[config.mk]
export PLATFORM = sky130hd
export DESIGN_NAME = jtbubl_comm_arb
export DESIGN_NICKNAME = d
export VERILOG_FILES = /design/src/rtl/jtbubl_comm_arb.sv
export SDC_FILE = /design/constraint.sdc
export NUM_CORES = 1
export LEC_CHECK = 0
export CORE_ASPECT_RATIO = 2
export CORE_MARGIN = 2
export CORE_UTILIZATION = 35
export CTS_CLUSTER_DIAMETER = 40
export DETAILED_ROUTE_END_ITERATION = 16
export GPL_TIMING_DRIVEN = 0
export PLACE_DENSITY = 0.85
export SLEW_MARGIN = 20
export SYNTH_ARGS = -nofsm -noshare
export SYNTH_HDL_FRONTEND = slang
export SYNTH_SLANG_ARGS = --single-unit
[constraint.sdc]
create_clock -name clk -period 1.7 [get_ports clk]
set_input_delay 0.255 -clock clk [delete_from_list [all_inputs] [get_ports clk]]
set_output_delay 0.255 -clock clk [all_outputs]
set_load 0.01 [all_outputs]
[src/rtl/jtbubl_comm_arb.sv]
// Comm RAM arbiter: lets the main (A) and sub (B) Z80s share one single-port
// RAM. One CPU is granted at a time; the other is stretched through wait_n.
// Read data is captured per CPU at the end of the setup phase and held until
// the next grant of that CPU.
module jtbubl_comm_arb #(
    parameter int AW     = 13,
    parameter int DW     = 8,
    parameter int RD_LAT = 1
) (
    input  logic          clk,
    input  logic          rst_n,
    // main CPU
    input  logic          a_cs,
    input  logic          a_wrn,
    input  logic [AW-1:0] a_addr,
    input  logic [DW-1:0] a_dout,
    output logic [DW-1:0] a_din,
    output logic          a_wait_n,
    // sub CPU
    input  logic          b_cs,
    input  logic          b_wrn,
    input  logic [AW-1:0] b_addr,
    input  logic [DW-1:0] b_dout,
    output logic [DW-1:0] b_din,
    output logic          b_wait_n,
    // RAM side
    output logic [AW-1:0] ram_addr,
    output logic [DW-1:0] ram_din,
    output logic          ram_we,
    input  logic [DW-1:0] ram_q,
    // debug
    output logic [7:0]    conflicts
);

    typedef enum logic [2:0] {
        IDLE    = 3'd0,
        A_SETUP = 3'd1,
        A_DONE  = 3'd2,
        B_SETUP = 3'd3,
        B_DONE  = 3'd4
    } state_t;

    // Setup counter only needs to reach RD_LAT-1 (RD_LAT is 1..3)
    localparam int            CW       = 2;
    localparam logic [CW-1:0] LAST_CNT = CW'(RD_LAT - 1);

    state_t        state_reg, state_next;
    logic          pri_reg, pri_next;       // 0: A wins the next tie, 1: B wins
    logic [CW-1:0] cnt_reg, cnt_next;       // cycles spent in the current SETUP
    logic          wr_done_reg, wr_done_next; // write already issued for this grant
    logic          ram_we_reg, ram_we_next;
    logic [DW-1:0] a_din_reg, b_din_reg;
    logic [7:0]    conf_reg;

    logic enter_a, enter_b;   // grant starts this edge
    logic cap_a, cap_b;       // last SETUP edge: capture ram_q
    logic conf_inc;           // contended grant happens this edge
    logic on_a, on_b;         // side currently owning the RAM

    assign on_a = (state_reg == A_SETUP) || (state_reg == A_DONE);
    assign on_b = (state_reg == B_SETUP) || (state_reg == B_DONE);

    // Next-state: grant selection, setup timing, release and abort handover
    always_comb begin
        state_next = state_reg;
        pri_next   = pri_reg;
        cnt_next   = cnt_reg;
        enter_a    = 1'b0;
        enter_b    = 1'b0;
        cap_a      = 1'b0;
        cap_b      = 1'b0;
        conf_inc   = 1'b0;
        case (state_reg)
            IDLE: begin
                // Round robin only matters on a tie; any grant from IDLE
                // hands the next tie to the other side.
                if (a_cs && (!b_cs || !pri_reg)) begin
                    enter_a  = 1'b1;
                    pri_next = 1'b1;
                    conf_inc = b_cs;
                end else if (b_cs) begin
                    enter_b  = 1'b1;
                    pri_next = 1'b0;
                    conf_inc = a_cs;
                end
            end
            A_SETUP: begin
                if (!a_cs) begin
                    // CPU went away mid-access: abort without touching a_din
                    if (b_cs) enter_b = 1'b1;
                    else      state_next = IDLE;
                end else if (cnt_reg == LAST_CNT) begin
                    cap_a      = 1'b1;
                    state_next = A_DONE;
                end else begin
                    cnt_next = cnt_reg + 1'b1;
                end
            end
            A_DONE: begin
                if (!a_cs) begin
                    // Release goes straight to a waiting B, no idle bubble
                    if (b_cs) begin
                        enter_b  = 1'b1;
                        conf_inc = 1'b1;
                    end else begin
                        state_next = IDLE;
                    end
                end
            end
            B_SETUP: begin
                if (!b_cs) begin
                    if (a_cs) enter_a = 1'b1;
                    else      state_next = IDLE;
                end else if (cnt_reg == LAST_CNT) begin
                    cap_b      = 1'b1;
                    state_next = B_DONE;
                end else begin
                    cnt_next = cnt_reg + 1'b1;
                end
            end
            B_DONE: begin
                if (!b_cs) begin
                    if (a_cs) begin
                        enter_a  = 1'b1;
                        conf_inc = 1'b1;
                    end else begin
                        state_next = IDLE;
                    end
                end
            end
            default: state_next = IDLE;
        endcase
        if (enter_a) begin
            state_next = A_SETUP;
            cnt_next   = '0;
        end
        if (enter_b) begin
            state_next = B_SETUP;
            cnt_next   = '0;
        end
    end

    // Write pulse: one per grant, either at grant time or on the late wr_n fall
    always_comb begin
        ram_we_next  = 1'b0;
        wr_done_next = wr_done_reg;
        if (enter_a) begin
            ram_we_next  = !a_wrn;
            wr_done_next = !a_wrn;
        end else if (enter_b) begin
            ram_we_next  = !b_wrn;
            wr_done_next = !b_wrn;
        end else if (on_a && a_cs && !a_wrn && !wr_done_reg) begin
            // cs still high, so the grant is kept while the pulse is out
            ram_we_next  = 1'b1;
            wr_done_next = 1'b1;
        end else if (on_b && b_cs && !b_wrn && !wr_done_reg) begin
            ram_we_next  = 1'b1;
            wr_done_next = 1'b1;
        end
    end

    // Arbiter state registers
    always_ff @(posedge clk or negedge rst_n) begin
        if (!rst_n) begin
            state_reg   <= IDLE;
            pri_reg     <= 1'b0;
            cnt_reg     <= '0;
            wr_done_reg <= 1'b0;
            ram_we_reg  <= 1'b0;
        end else begin
            state_reg   <= state_next;
            pri_reg     <= pri_next;
            cnt_reg     <= cnt_next;
            wr_done_reg <= wr_done_next;
            ram_we_reg  <= ram_we_next;
        end
    end

    // Per-CPU read data, loaded only on the last SETUP edge
    always_ff @(posedge clk or negedge rst_n) begin
        if (!rst_n) begin
            a_din_reg <= '0;
            b_din_reg <= '0;
        end else begin
            if (cap_a) a_din_reg <= ram_q;
            if (cap_b) b_din_reg <= ram_q;
        end
    end

    // Saturating contention counter
    always_ff @(posedge clk or negedge rst_n) begin
        if (!rst_n) begin
            conf_reg <= '0;
        end else if (conf_inc && conf_reg != 8'hFF) begin
            conf_reg <= conf_reg + 8'd1;
        end
    end

    // RAM mux select comes from the state register only; IDLE parks on A
    assign ram_addr  = on_b ? b_addr : a_addr;
    assign ram_din   = on_b ? b_dout : a_dout;
    assign ram_we    = ram_we_reg;

    assign a_din     = a_din_reg;
    assign b_din     = b_din_reg;
    assign conflicts = conf_reg;

    // A selected CPU is held until its own DONE state; released during reset
    assign a_wait_n  = !rst_n || !(a_cs && state_reg != A_DONE);
    assign b_wait_n  = !rst_n || !(b_cs && state_reg != B_DONE);

endmodule
==> impl_metrics.csv <==
group,metric,value,unit
die,fp.dieH,106,um
pwr,switchingPower,1.75,mW
global_route,grt_max_degree,30,
die,row_count,37,
synthesis,synth-seq-area-share,0.440,
timing,hold_viol_final,0,
place,placed_area,3040,um^2
clock_network,cts_max_path_buffers,2,
timing,period_needed,2.21,ns
synthesis,yosys.area.top_type,"dfrtp_1",
detailed_routing,firstDrtPassIters,4,
setup_path,crit_fanout,5,
place,dp_hpwl,3990,um
place,port_buffers,102,
setup_path,crit_required,1.44,ns
timing,max_freq,452,MHz
status,status,"finished with violations",
final_layout,finalNetCount,345,
timing,slew_headroom,0.823,
synthesis,synth-xor-area-share,0.0378,
synthesis,muxShareOfSynthArea,0.246,
timing,fin_crit_sh,1.30,
detailed_routing,avgViaCountPerCell,5.18,
detailed_routing,wirelength,5550,um
detailed_routing,drc_errors,0,
place,dp.cells,318,
setup_path,endpoint_kind,"output port",
synthesis,synth-seq-cells,32,
die,core,5090,um^2
final_layout,layoutNonFillerInstCount,346,
synthesis,synth.area.top_cells,"dfrtp_1 44%, mux2_2 20%, mux2_1 3.1%",
place,gp_congestion,0.902,
pwr,power_density,1550,nW/um^2
timing,drv_slew,0,
clock_network,cts_tree,"built",
die,pin_count,104,
synthesis,synth-compound-area-share,0.0935,
timing,worst_slew_pin_slew,0.265,ns
pwr,p_int,3.56,mW
setup_path,worstPathArrival,1.96,ns
clock_network,cts_max_level,2,
clock_network,clk_latency,0.28,ns
pwr,pwr-share-seq,0.245,
timing,finClkSkew,0.00640,ns
setup_path,critPathKind,"flop to output port",
timing,finalSetupViolations,29,
synthesis,synth_ff_type,"dfrtp_1",
pwr,p_clk_frac,0.132,
global_route,overflow,0,
pwr,swShare,0.329,
status,violations,"negative setup slack",
die,die_area,5830,um^2
clock_network,path_clk_slew,0.07,ns
final_layout,fin_area,3430,um^2
detailed_routing,drt-initial-drc-count,22,
synthesis,synth-edff-count,0,
final_layout,num_antenna_cells,0,
synthesis,ys_warn_count,0,
synthesis,synth-simple-area-share,0.124,
pwr,comb_power_share,0.623,
final_layout,mostFrequentLayoutCells,"77 x clkdlybuf4s50_1, 32 x dfrtp_1, 30 x buf_6",
clock_network,cts_num_sinks,32,
global_route,grt_pass1_wl,8180,um
setup_path,start_kind,"flop",
synthesis,synth_top_family_by_area,"multiplexers",
global_route,antenna_found_initial,0,
die,dieWidth,55.0,um
final_layout,area_delta_synth_final,88.4,%
flow_run,cap_violations,0,
clock_network,cts_buffers,5,
synthesis,avgSynthCellArea,11.6,um^2
synthesis,syn_inst,157,
final_layout,final_common_cell,"clkdlybuf4s50_1",
global_route,grt_pass1_vias,1811,
synthesis,async_reset_ff_frac,1.00,
synthesis,ys_types,41,
timing,timing.final.ws_setup,-0.513,ns
synthesis,synthesis.nets,215,
global_route,grt_usage,0.193,
die,initial_core_util,0.357,
pwr,p_total,5.30,mW
timing,rsz0062_at_grt,"true",
timing,fin_tns_setup,-10.55,ns
detailed_routing,vias,1793,
clock_network,clock-root-buffer,"clkbuf_8",
synthesis,synth_area,1820,um^2
synthesis,netlist.area_leader.share,0.440,
synthesis,synth_fa_ha_area_frac,0.0137,
detailed_routing,drt.antenna.violating_nets,0,
hold_path,min_path_type,"input pin to flop",
pwr,power_leakage,1.50,nW
pwr,ir_drop,0.00143,V
final_layout,drive_gt1_frac,0.375,
detailed_routing,wl_per_cell,16.0,um
-- power by group through the flow --
stage / clock, mW / combinational (mW) / sequential, mW
finish: 0.702 / 3.30 / 1.30
global route: 0.767 / 3.53 / 1.34
CTS: 0.728 / 3.29 / 1.30
detailed placement: 0 / 2.76 / 1.31
global placement: 0 / 2.70 / 1.29
floorplan: 0 / 1.44 / 1.40
-- area by class of cell --
cell class | count | area (um^2)
Inverter | 7 | 26.3
Fill cell | 376 | 1660
Clock inverter | 2 | 35.0
Sequential cell | 32 | 801
Tap cell | 58 | 72.6
Timing Repair Buffer | 124 | 1270
Clock buffer | 6 | 72.6
Multi-Input combinational cell | 110 | 1070
Buffer | 7 | 83.8
-- layer usage --
layer,share of wire,up-vias,wire length [um],track usage
li1,-,828,-,-
met1,0.30,842,1680,0.179
met2,0.53,108,2960,0.352
met3,0.13,15,714,0.0562
met4,0.034,0,186,0.0923
met5,0,-,0,0
-- cell families (layout without fill, tap and decap cells) --
kind of cell,count (synthesis),after routing
AO/OA/AOI/OAI,23,23
multiplexers,40,40
adder cells (fa/ha/maj),2,2
buffers and inverters,15,146
flip-flops,32,32
AND/OR/NAND/NOR,38,38
XOR/XNOR,7,7
-- worst paths after layout --
kind                       cells past startpoint  slack, ns           end    startpoint
min                                            2       0.26  state_reg[2]          b_cs
max reg2reg                                    8      -0.13        ram_we  state_reg[1]
max                                            7      -0.51   ram_addr[1]  state_reg[1]
min in group asynchronous                      3       0.47  conflicts[0]         rst_n
min reg2reg                                    1       0.49    cnt_reg[0]    cnt_reg[0]
max in group asynchronous                      3       0.56       pri_reg         rst_n
-- repair_timing --
item,in CTS,in global routing
setup buffers,13,6
setup endpoints to repair,44,42
pin swaps,7,7
resized for setup,122,21
gates cloned,2,0
hold buffers,2,0
hold endpoints to repair,5,0
-- Yosys cell counts, types with 4 or more instances --
master	instances
nand2_1	10
xnor2_1	5
mux2_1	5
buf_4	4
nand4_1	4
inv_1	6
nand3_1	4
o21ai_0	4
dfrtp_1	32
mux2_2	33
nor2_1	4
-- stage by stage --
stage | worst slack [ns] | util | hold WS [ns]
final | -0.513 | 0.673 | 0.260
after global routing | -0.592 | 0.673 | 0.262
after CTS | -0.589 | 0.662 | 0.250
after detailed placement | -0.555 | 0.597 | 0.0965
after global placement | -1.29 | 0.594 | 0.458
after floorplan | -0.0202 | - | -0.0406
-- worst max-delay path, cell delays in order (launching register included) --
cell and delay, ns:
dfrtp_1 0.39, buf_6 0.13, or3b_4 0.39, nand2_4 0.10, buf_12 0.12, buf_8 0.12
mux2_4 0.30, buf_6 0.12
Power figures use the tool's default switching activity.
